===== src/rtl/mem_debug_dump_ctrl.sv =====
// Walks the data memory while the pipeline is halted and streams every word, MSB byte first,
// to the debug UART over a valid/ready byte handshake.
module mem_debug_dump_ctrl #(
    parameter int unsigned NB_DATA     = 32,
    parameter int unsigned NB_ADDR     = 7,
    parameter int unsigned N_WORDS     = 128,
    parameter int unsigned MEM_LATENCY = 1
) (
    input  logic               clock_i,
    input  logic               reset_i,
    input  logic               start_i,
    input  logic               pipeline_halted_i,
    input  logic [NB_DATA-1:0] data_mem_i,
    input  logic               tx_ready_i,
    output logic [NB_ADDR-1:0] addr_mem_debug_o,
    output logic               select_debug_o,
    output logic               mem_en_o,
    output logic [7:0]         tx_data_o,
    output logic               tx_valid_o,
    output logic               busy_o,
    output logic               done_o,
    output logic               abort_o
);

    localparam int unsigned NB_BYTES = NB_DATA / 8;
    localparam int unsigned BW       = (NB_BYTES > 1) ? $clog2(NB_BYTES) : 1;
    localparam int unsigned LW       = (MEM_LATENCY > 1) ? $clog2(MEM_LATENCY) : 1;
    // One extra bit so N_WORDS = 2^NB_ADDR reaches its last index without wrapping.
    localparam int unsigned KW       = NB_ADDR + 1;

    localparam logic [KW-1:0] LAST_WORD = KW'(N_WORDS - 1);
    localparam logic [BW-1:0] LAST_BYTE = BW'(NB_BYTES - 1);
    localparam logic [LW-1:0] LAST_LAT  = LW'(MEM_LATENCY - 1);

    typedef enum logic [2:0] {StIdle, StAddr, StWait, StLatch, StSend, StDone} state_e;

    state_e             state_q;
    logic [KW-1:0]      word_q;
    logic [BW-1:0]      byte_q;
    logic [LW-1:0]      lat_q;
    logic [NB_DATA-1:0] shift_q;
    logic [KW-1:0]      word_inc;

    assign word_inc  = word_q + KW'(1);
    assign tx_data_o = shift_q[NB_DATA-1 -: 8];

    always_ff @(posedge clock_i) begin
        if (reset_i) begin
            state_q          <= StIdle;
            word_q           <= '0;
            byte_q           <= '0;
            lat_q            <= '0;
            shift_q          <= '0;
            addr_mem_debug_o <= '0;
            select_debug_o   <= 1'b0;
            mem_en_o         <= 1'b0;
            tx_valid_o       <= 1'b0;
            busy_o           <= 1'b0;
            done_o           <= 1'b0;
            abort_o          <= 1'b0;
        end else begin
            done_o  <= 1'b0;
            abort_o <= 1'b0;
            unique case (state_q)
                StIdle: begin
                    if (start_i && pipeline_halted_i) begin
                        state_q          <= StAddr;
                        word_q           <= '0;
                        addr_mem_debug_o <= '0;
                        select_debug_o   <= 1'b1;
                        mem_en_o         <= 1'b1;
                        busy_o           <= 1'b1;
                    end
                end
                StDone: begin
                    state_q <= StIdle;
                end
                default: begin
                    if (!pipeline_halted_i) begin
                        // Pipeline resumed under us: drop the memory stage immediately.
                        state_q          <= StIdle;
                        abort_o          <= 1'b1;
                        shift_q          <= '0;
                        addr_mem_debug_o <= '0;
                        select_debug_o   <= 1'b0;
                        mem_en_o         <= 1'b0;
                        tx_valid_o       <= 1'b0;
                        busy_o           <= 1'b0;
                    end else begin
                        unique case (state_q)
                            StAddr: begin
                                state_q <= StWait;
                                lat_q   <= '0;
                            end
                            StWait: begin
                                if (lat_q == LAST_LAT) begin
                                    state_q  <= StLatch;
                                    mem_en_o <= 1'b0;
                                end else begin
                                    lat_q <= lat_q + LW'(1);
                                end
                            end
                            StLatch: begin
                                state_q    <= StSend;
                                shift_q    <= data_mem_i;
                                byte_q     <= '0;
                                tx_valid_o <= 1'b1;
                            end
                            StSend: begin
                                if (tx_ready_i) begin
                                    shift_q <= shift_q << 8;
                                    if (byte_q == LAST_BYTE) begin
                                        tx_valid_o <= 1'b0;
                                        if (word_q == LAST_WORD) begin
                                            state_q          <= StDone;
                                            done_o           <= 1'b1;
                                            addr_mem_debug_o <= '0;
                                            select_debug_o   <= 1'b0;
                                            busy_o           <= 1'b0;
                                        end else begin
                                            state_q          <= StAddr;
                                            word_q           <= word_inc;
                                            addr_mem_debug_o <= word_inc[NB_ADDR-1:0];
                                            mem_en_o         <= 1'b1;
                                        end
                                    end else begin
                                        byte_q <= byte_q + BW'(1);
                                    end
                                end
                            end
                            default: begin
                                state_q <= StIdle;
                            end
                        endcase
                    end
                end
            endcase
        end
    end

endmodule


===== config.mk =====
export PLATFORM = sky130hd
export DESIGN_NAME = mem_debug_dump_ctrl
export DESIGN_NICKNAME = d
export VERILOG_FILES = /design/src/rtl/mem_debug_dump_ctrl.sv
export SDC_FILE = /design/constraint.sdc
export NUM_CORES = 1
export LEC_CHECK = 0
export ABC_AREA = 1
export CORE_UTILIZATION = 35
export DETAILED_ROUTE_END_ITERATION = 10
export GPL_ROUTABILITY_DRIVEN = 0
export PLACE_DENSITY_LB_ADDON = 0.3
export SYNTH_ARGS = -nofsm -noshare
export SYNTH_HDL_FRONTEND = slang
export SYNTH_SLANG_ARGS = --single-unit

===== constraint.sdc =====
create_clock -name clock_i -period 2.1 [get_ports clock_i]
set_clock_uncertainty 0.05 [all_clocks]
set_input_delay 0.42 -clock clock_i [delete_from_list [all_inputs] [get_ports clock_i]]
set_output_delay 0.42 -clock clock_i [all_outputs]
set_load 0.01 [all_outputs]

After elaboration in Yosys (flattened, before gate mapping)
Cells that the tools add are included.
{"block": "word_totals", "regBits": 58, "output_inout_bits": 21, "elab_cells": 116, "inputBits": 37}
{"block": "classes", "n_reduce_logical": 20, "mux": 50, "n_addsub": 3, "eq_ne": 26, "bitwise_logic": 6}
{"cell": "$mux 32", "n": 2}
{"cell": "$pmux 32 s2", "n": 1}
{"cell": "$mux 8", "n": 6}
{"cell": "$mux 7", "n": 6}
{"cell": "$mux 3", "n": 6}
{"cell": "$mux 1", "n": 17}
{"cell": "$pmux 8 s2", "n": 1}
{"cell": "$ne 3x1->1 const B", "n": 5}
{"cell": "$pmux 7 s2", "n": 1}
{"cell": "$reduce_and 7->1", "n": 2}
{"cell": "$ne 4x3->1 const B", "n": 3}
{"cell": "$pmux 3 s4", "n": 1}
{"cell": "$reduce_bool 2->1", "n": 6}
{"cell": "$ne 5x3->1 const B", "n": 2}
{"cell": "$pmux 1 s2", "n": 5}
{"cell": "$reduce_and 5->1", "n": 2}
{"cell": "$add 8x1->8 const B", "n": 1}
{"cell": "$eq 8x7->1 const B", "n": 1}
{"cell": "$reduce_and 4->1", "n": 2}
{"cell": "$reduce_or 7->1", "n": 1}
{"cell": "$eq 3x2->1 const B", "n": 2}
{"cell": "$eq 3x3->1 const B", "n": 2}
{"cell": "$ne 2x2->1 const B", "n": 3}
{"cell": "$ne 3x3->1 const B", "n": 2}
{"cell": "18 further kinds", "n": 25}

Logic depth before layout (Yosys ltp)
Gate-level depths: netlist of run 1.
{"block": "depth", "word_depth": 7, "ltp_mapped": 11, "ltp_nobuf": 11}

Least setup slack after synthesis of run 1
OpenSTA, ideal clock, no wires.
{"block": "synth_path", "path_kind": "input to register", "from": "in pipeline_halted_i", "to": "reg shift_q[13]", "n_path_buf": 3, "path_stages": 7, "setup_slack_ps": 641, "t_arrival_ps": 1345, "setup_ps": 64, "required_ps": 1986, "cell_sequence": "buf_2 -> buf_2 -> buf_1 -> nand3_1 -> o21ai_0 -> nor2_1 -> nor2_1"}
{"block": "synth_via", "elab_chain_cells": 2, "elab_cells_between_ends": 4, "classes_between": "2 x eq/ne; 1 x mux; 1 x reduce/logical"}
{"item": "start, declared", "line": "12", "rtl": "input logic pipeline_halted_i,"}
{"item": "$ne 3x1->1 (no source line) or $ne 3x3->1 (tied branches)"}
{"item": "$reduce_and 3->1 (no source line)"}
{"item": "end signal, assigned", "line": "105", "rtl": "shift_q <= data_mem_i;"}
{"item": "end signal, assigned", "line": "111", "rtl": "shift_q <= shift_q << 8;"}
{"item": "end, declared", "line": "41", "rtl": "logic [NB_DATA-1:0] shift_q;"}
Several ways; a longest one is shown, not always the timed one.
A chain may end at the register's enable or synchronous reset.

Worst setup path in the final report of run 1
{"block": "layout_path", "from": "reg state_q[0]", "to": "reg shift_q[1]"}
{"block": "layout_via", "elab_chain_cells": 4, "elab_cells_between_ends": 11, "classes_between": "5 x eq/ne; 2 x mux; 1 x bitwise; 3 x reduce/logical"}
{"item": "start, declared", "line": "37", "rtl": "state_e state_q;"}
{"item": "start signal, assigned", "line": "49", "rtl": "state_q <= StIdle;"}
{"item": "start signal, assigned", "line": "67", "rtl": "state_q <= StAddr;"}
{"item": "start signal, assigned", "line": "76", "rtl": "state_q <= StIdle;"}
{"item": "$eq 3x3->1 or $logic_not 3->1 (tied branches)", "line": "64", "rtl": "unique case (state_q)"}
{"item": "$reduce_or 2->1 (no source line)"}
{"item": "$not 1->1 (no source line)"}
{"item": "$reduce_and 3->1 (no source line)"}
Several ways; a longest one is shown, not always the timed one.

==> results of run 1 <==
==> cells in the final DEF, fill, tap and decap left out, types with 2 or more instances in the layout <==
cell type,n
a21oi_1,17
buf_12,2
buf_4,8
clkbuf_8,10
clkdlybuf4s50_1,57
clkinv_2,3
dfxtp_1,57
ha_1,2
inv_1,62
inv_2,3
nand2_1,110
nand2_2,3
nand2_4,2
nand3_1,44
nand4_1,4
nor2_1,93
nor2_4,3
nor3_1,2
o21ai_0,29
o21ai_1,11
==> metrics by stage <==
step                      setup WS, ns  util, %  total power, uW  area, um2
after floorplan                  0.641        -             1600       3070
after global placement           0.140     43.9             1790       3660
after detailed placement         0.124     43.9             1790       3660
after CTS                        0.325     46.0             2700       3830
after global routing             0.104     46.0             2830       3830
final                            0.318     46.0             2670       3830
==> power breakdown <==
group	total [uW]	leakage, uW	internal (uW)	switching, uW
Combinational	567	0.00126	259	308
Sequential	1200	0.000465	1160	39.8
Clock	895	0.0000891	456	440
Total	2670	0.00182	1880	788
==> kinds of logic after synthesis <==
| logic type | Yosys count | share of synthesized area [%] |
|---|---|---|
| flip-flops | 57 | 37.2 |
| AND/OR/NAND/NOR | 266 | 37.1 |
| XOR/XNOR | 2 | 0.571 |
| AO/OA/AOI/OAI | 58 | 9.58 |
| adder cells (fa/ha/maj) | 2 | 0.815 |
| buffers and inverters | 96 | 14.8 |
==> metal layers <==
layer  global-route usage (%)  share of wire, %  vias to the layer above
li1                         -                 -                     1573
met5                        0                 0                        -
met3                     3.91               5.0                       10
met1                     21.4                49                     1223
met4                     6.72               1.7                        0
met2                     24.9                44                       71
==> critical path: cells and delay by family, from the launching register on <==
family / cells / cell delay [ns]
simple gates: 7 / 0.90
flops: 1 / 0.37
buf+inv: 1 / 0.25
compound gates: 1 / 0.08
==> worst max-delay path by stage <==
stage                                           to
after detailed placement  shift_q[12]$_SDFFE_PP0P_
after floorplan           shift_q[13]$_SDFFE_PP0P_
after global routing       shift_q[7]$_SDFFE_PP0P_
final                      shift_q[1]$_SDFFE_PP0P_
after CTS                  shift_q[1]$_SDFFE_PP0P_
after global placement     shift_q[7]$_SDFFE_PP0P_
==> cell type report <==
type                    count  share of cell area, %
clock buffers              11                   3.69
clock inverters             5                  0.816
inverters                  65                   6.36
multi-input cells         328                   38.5
flip-flops and latches     57                   29.8
well taps                 105                   3.43
repair buffers             67                   17.5
==> sequential cells by signal, indices dropped and copies added (netlist names) <==
signal	count
abort_o	1
addr_mem_debug_o	7
busy_o	1
byte_q	2
done_o	1
mem_en_o	1
shift_q	32
state_q	3
tx_valid_o	1
word_q	8
==> results.sh, run 1 <==
export IMPL_crit_type="reg2reg"
export IMPL_n_antenna_cell=0
export IMPL_place_inst=622
export IMPL_drive_gt1_share_pct=7.50
export IMPL_synth_area_mm2=0.00307
export IMPL_cp_end_kind="register"
export IMPL_syn_inst=481
export IMPL_rrSetupSlack_ns=0.32
export IMPL_worst_pin_slew_ns=0.382
export IMPL_async_flop_share_pct=0
export IMPL_fp_row_count=33
export IMPL_path_cells="nor2_4 -> nand2_4 -> nor2_2 -> nand2_1 -> nand3_4 -> buf_12 -> nand2_1 -> o21ai_1 -> nor2_1"
export IMPL_cts_root_buffer="clkbuf_8"
export IMPL_r2r_start="state_q[0]$_SDFFE_PP0P_"
export IMPL_path_clk_slew_ns=0.06
export IMPL_layout_min_cycle_time_ns=1.78
export IMPL_multiInputGateArea_mm2=0.00148
export IMPL_clockBufferDepth=2
export IMPL_worstPathArrival_ns=1.94
export IMPL_fp_dieArea_mm2=0.00915
export IMPL_critPathMaxStageDelay_ns=0.37
export IMPL_first_global_vias=2642
export IMPL_fmax_ghz=0.561
export IMPL_synth_top_area_cell="dfxtp_1"
export IMPL_fp_coreArea_mm2=0.00834
export IMPL_gr_usage_all_layers_pct=16.1
export IMPL_synthesis_nets=520
export IMPL_holdPathEnd="tx_valid_o$_SDFFE_PP0P_"
export IMPL_via_per_inst=4.51
export IMPL_reg2reg_depth=9
export IMPL_slew_headroom_pct=74.5
export IMPL_status="complete, no violations"
export IMPL_powerDensity_mw_per_mm2=695
export IMPL_firstDrtPassIters=5
export IMPL_drt_total_wl_um=6870
export IMPL_p_leak_uw=0.00182
export IMPL_nNetsFinal=567
export IMPL_port_buffer_count=57
export IMPL_post_cts_buffers=0
export IMPL_regArea_mm2=0.00114
export IMPL_ys_flop_type="dfxtp_1"
export IMPL_yosysSeqAreaShare_pct=37.2
export IMPL_max_cap_violations=0
export IMPL_wl_per_cell_um=10.8
export IMPL_grt_max_degree=65
export IMPL_initial_core_util_pct=36.8
export IMPL_worstPathMaxFanout=64
export IMPL_hold_slack_ns=0.403
export IMPL_yosysWarnings=0
export IMPL_crit_slowest_cell="dfxtp_1"
export IMPL_gr_total_overflow=0
export IMPL_r2r_end="shift_q[1]$_SDFFE_PP0P_"
export IMPL_dpl_hpwl_um=4750
export IMPL_hold_path_class="reg2reg"
export IMPL_synth_area_leaders="dfxtp_1 37%, nand2_1 13%, nor2_1 11%"
export IMPL_hold_depth=2
export IMPL_yosys_cell_types_count=29
export IMPL_drc_errors=0
export IMPL_critPathLaunchType="register"
export IMPL_die_y_um=95.7
export IMPL_cp_required_ns=2.26
export IMPL_synthTopCellsByCount="110 x nand2_1, 93 x nor2_1, 62 x inv_1"
export IMPL_final_setup_viol_count=0
export IMPL_fin_cells=638
export IMPL_ant_nets=0
export IMPL_vdd_drop_max_uv=319
export IMPL_hold_viol_final=0
export IMPL_min_period_over_period_pct=84.9
export IMPL_tns_ns=0
export IMPL_die_w_um=95.7
export IMPL_synth_top_area_share_pct=37.2
export IMPL_critPathLaunch="state_q[0]$_SDFFE_PP0P_"
export IMPL_rsz0062_at_grt="false"
export IMPL_cts_resized=0
export IMPL_clock_sinks=57
export IMPL_avgSynthCellArea_um2=6.38
export IMPL_cts_made_buffers=9
export IMPL_antenna_found_initial=0
export IMPL_fillers=881
export IMPL_clkLatencyLatePin_ns=0.33
export IMPL_ios=58
export IMPL_ctsHoldBuffers=0
export IMPL_hp_start="tx_valid_o$_SDFFE_PP0P_"
export IMPL_ys_ff_latch=57
export IMPL_grt_pass1_wl_um=11500
export IMPL_ctsHtreeMaxLevel=3
export IMPL_post_synth_top_count_cell="nand2_1"
export IMPL_slew_viol_final=0
export IMPL_syn_to_final_growth_pct=24.9
export IMPL_synth_edf_count=0
export IMPL_drtIter0Drc=130
export IMPL_tritoncts="done"
export IMPL_vias=2877
export IMPL_cpMostUsedCell="nand2_1"
Power figures use the tool's default switching activity.
==> run 2: changes to the inputs <==
==> constraint.sdc (replaced) <==
create_clock -name clock_i -period 1.84 [get_ports clock_i]
set_clock_uncertainty 0.05 [all_clocks]
set_input_delay 0.368 -clock clock_i [delete_from_list [all_inputs] [get_ports clock_i]]
set_output_delay 0.368 -clock clock_i [all_outputs]
set_load 0.01 [all_outputs]
==> run 2 against run 1 <==
Against the previous run: non-clock buffer count is 16 higher; critical path depth stayed put; register-to-register slack got worse by 0.16 ns; sequential cell count did not move; setup slack got worse by 0.16 ns; wire length rose by 4.6%; die area is the same.
==> results.sh, run 2 (synthesis results as in run 1) <==
export IMPL_status="complete, no violations"
export IMPL_top_register="shift_q"
export IMPL_fmax_ghz=0.593
export IMPL_place_inst=635
export IMPL_clkLatencyLatePin_ns=0.34
export IMPL_crit_type="reg2reg"
export IMPL_critPathLaunchType="register"
export IMPL_largest_reg_flops=32
export IMPL_cts_made_buffers=9
export IMPL_drc_errors=0
export IMPL_hold_slack_ns=0.397
export IMPL_tritoncts="done"
export IMPL_max_cap_violations=0
export IMPL_final_common_cell="nand2_1"
export IMPL_dpl_hpwl_um=5050
export IMPL_reg2reg_depth=9
export IMPL_slew_viol_final=0
export IMPL_first_global_vias=2714
export IMPL_fp_coreArea_mm2=0.00834
export IMPL_rsz0062_at_grt="false"
export IMPL_min_period_over_period_pct=91.6
export IMPL_cp_required_ns=2.02
export IMPL_worst_pin_slew_ns=0.340
export IMPL_cts_root_buffer="clkbuf_8"
export IMPL_r2r_start="word_q[0]$_SDFFE_PP0P_"
export IMPL_drtIter0Drc=137
export IMPL_cp_end_kind="register"
export IMPL_wl_per_cell_um=11.0
export IMPL_hold_path_class="reg2reg"
export IMPL_grt_pass1_wl_um=11900
export IMPL_r2r_end="word_q[6]$_SDFFE_PP0P_"
export IMPL_drt_total_wl_um=7190
export IMPL_final_util_pct=48.0
export IMPL_reg_top3="shift_q x32, word_q x8, addr_mem_debug_o x7"
export IMPL_n_antenna_cell=0
export IMPL_fp_row_count=33
export IMPL_final_cell_mix="109 x nand2_1, 93 x nor2_1, 62 x inv_1"
export IMPL_clockBufferDepth=2
export IMPL_vdd_drop_max_uv=335
export IMPL_die_y_um=95.7
export IMPL_holdPathEnd="tx_valid_o$_SDFFE_PP0P_"
export IMPL_postPlaceCellArea_mm2=0.00377
export IMPL_die_w_um=95.7
export IMPL_initial_core_util_pct=36.8
export IMPL_hold_viol_final=0
export IMPL_path_clk_slew_ns=0.07
export IMPL_grt_max_degree=27
export IMPL_syn_to_final_growth_pct=30.4
export IMPL_hold_depth=2
export IMPL_clock_sinks=57
export IMPL_tns_ns=0
export IMPL_gr_usage_all_layers_pct=16.9
export IMPL_nNetsFinal=583
export IMPL_stdcell_area_mm2=0.00400
export IMPL_fin_cells=654
export IMPL_via_per_inst=4.57
export IMPL_vias=2987
export IMPL_fp_dieArea_mm2=0.00915
export IMPL_layout_min_cycle_time_ns=1.69
export IMPL_p_leak_uw=0.00192
export IMPL_worstPathArrival_ns=1.87
export IMPL_final_setup_viol_count=0
export IMPL_ios=58
export IMPL_antenna_found_initial=0
export IMPL_drive_gt1_share_pct=10.7
export IMPL_gr_total_overflow=0
export IMPL_hp_start="tx_valid_o$_SDFFE_PP0P_"
export IMPL_slew_headroom_pct=77.3
export IMPL_firstDrtPassIters=4
export IMPL_rrSetupSlack_ns=0.15
export IMPL_port_buffer_count=57
export IMPL_ctsHtreeMaxLevel=3
export IMPL_powerDensity_mw_per_mm2=821
export IMPL_ant_nets=0
export IMPL_worstPathMaxFanout=4
## run 2: cell types whose count changed in the layout (fill, tap and decap cells not counted)
cell	delta
buf_12	+1
buf_4	+15
bufinv_16	+1
clkbuf_1	-1
clkbuf_8	+1
clkinvlp_4	-1
dfxtp_1	-1
dfxtp_2	+1
nand2_1	-1
nand2_2	+1
## run 2: how the worst max path moves through the flow
stage	end	from	slack (ns)
floorplan	word_q[6]$_SDFFE_PP0P_	word_q[0]$_SDFFE_PP0P_	0.39
global placement	mem_en_o$_SDFFE_PP0P_	pipeline_halted_i	-0.02
CTS	shift_q[5]$_SDFFE_PP0P_	state_q[0]$_SDFFE_PP0P_	0.09
detailed placement	word_q[6]$_SDFFE_PP0P_	pipeline_halted_i	-0.08
global route	shift_q[2]$_SDFFE_PP0P_	state_q[1]$_SDFFE_PP0P_	0.01
finish	word_q[6]$_SDFFE_PP0P_	word_q[0]$_SDFFE_PP0P_	0.15
## run 2: what timing repair did
action                                 4_1_cts  5_1_grt
buffers inserted                             0        3
gates resized for setup                      0        2
endpoints found under the hold margin        0        0
hold buffers                                 0        0
setup endpoints to repair                    0       11
## run 2: worst max-delay path, cell delays in order, from the launching register on
cell	delay, ns
dfxtp_1	0.38
ha_1	0.21
nand3_1	0.14
inv_1	0.15
nand2_1	0.11
nand2_1	0.11
nand2_2	0.09
buf_4	0.16
a21oi_1	0.12
nor2_1	0.07
## run 2: final cells by class
cell class	count	area (um2)
Fill cell	852	4340
Multi-Input combinational cell	328	1480
Sequential cell	57	1140
Timing Repair Buffer	83	803
Inverter	65	244
Clock buffer	11	151
Tap cell	105	131
Clock inverter	5	53.8
## run 2: report_power, final
part / leakage [uW] / switching [uW] / internal, uW
registers: 0.000465 / 46.3 / 1330
clock network: 0.000109 / 518 / 694
logic: 0.00135 / 366 / 335
total: 0.00192 / 931 / 2360
## run 2: layer usage
| metal | wire length, um | vias up | GRT usage [%] |
|---|---|---|---|
| met3 | 333 | 15 | 2.71 |
| li1 | - | 1602 | - |
| met5 | 0 | - | 0 |
| met4 | 178 | 0 | 9.45 |
| met2 | 3180 | 70 | 26.1 |
| met1 | 3500 | 1300 | 22.3 |
## run 2: per-stage QoR
step | worst slack [ns] | power (uW)
after global routing | 0.00994 | 3470
after global placement | -0.0224 | 2080
after floorplan | 0.387 | 1830
final | 0.154 | 3290
after CTS | 0.0934 | 3310
after detailed placement | -0.0803 | 2090
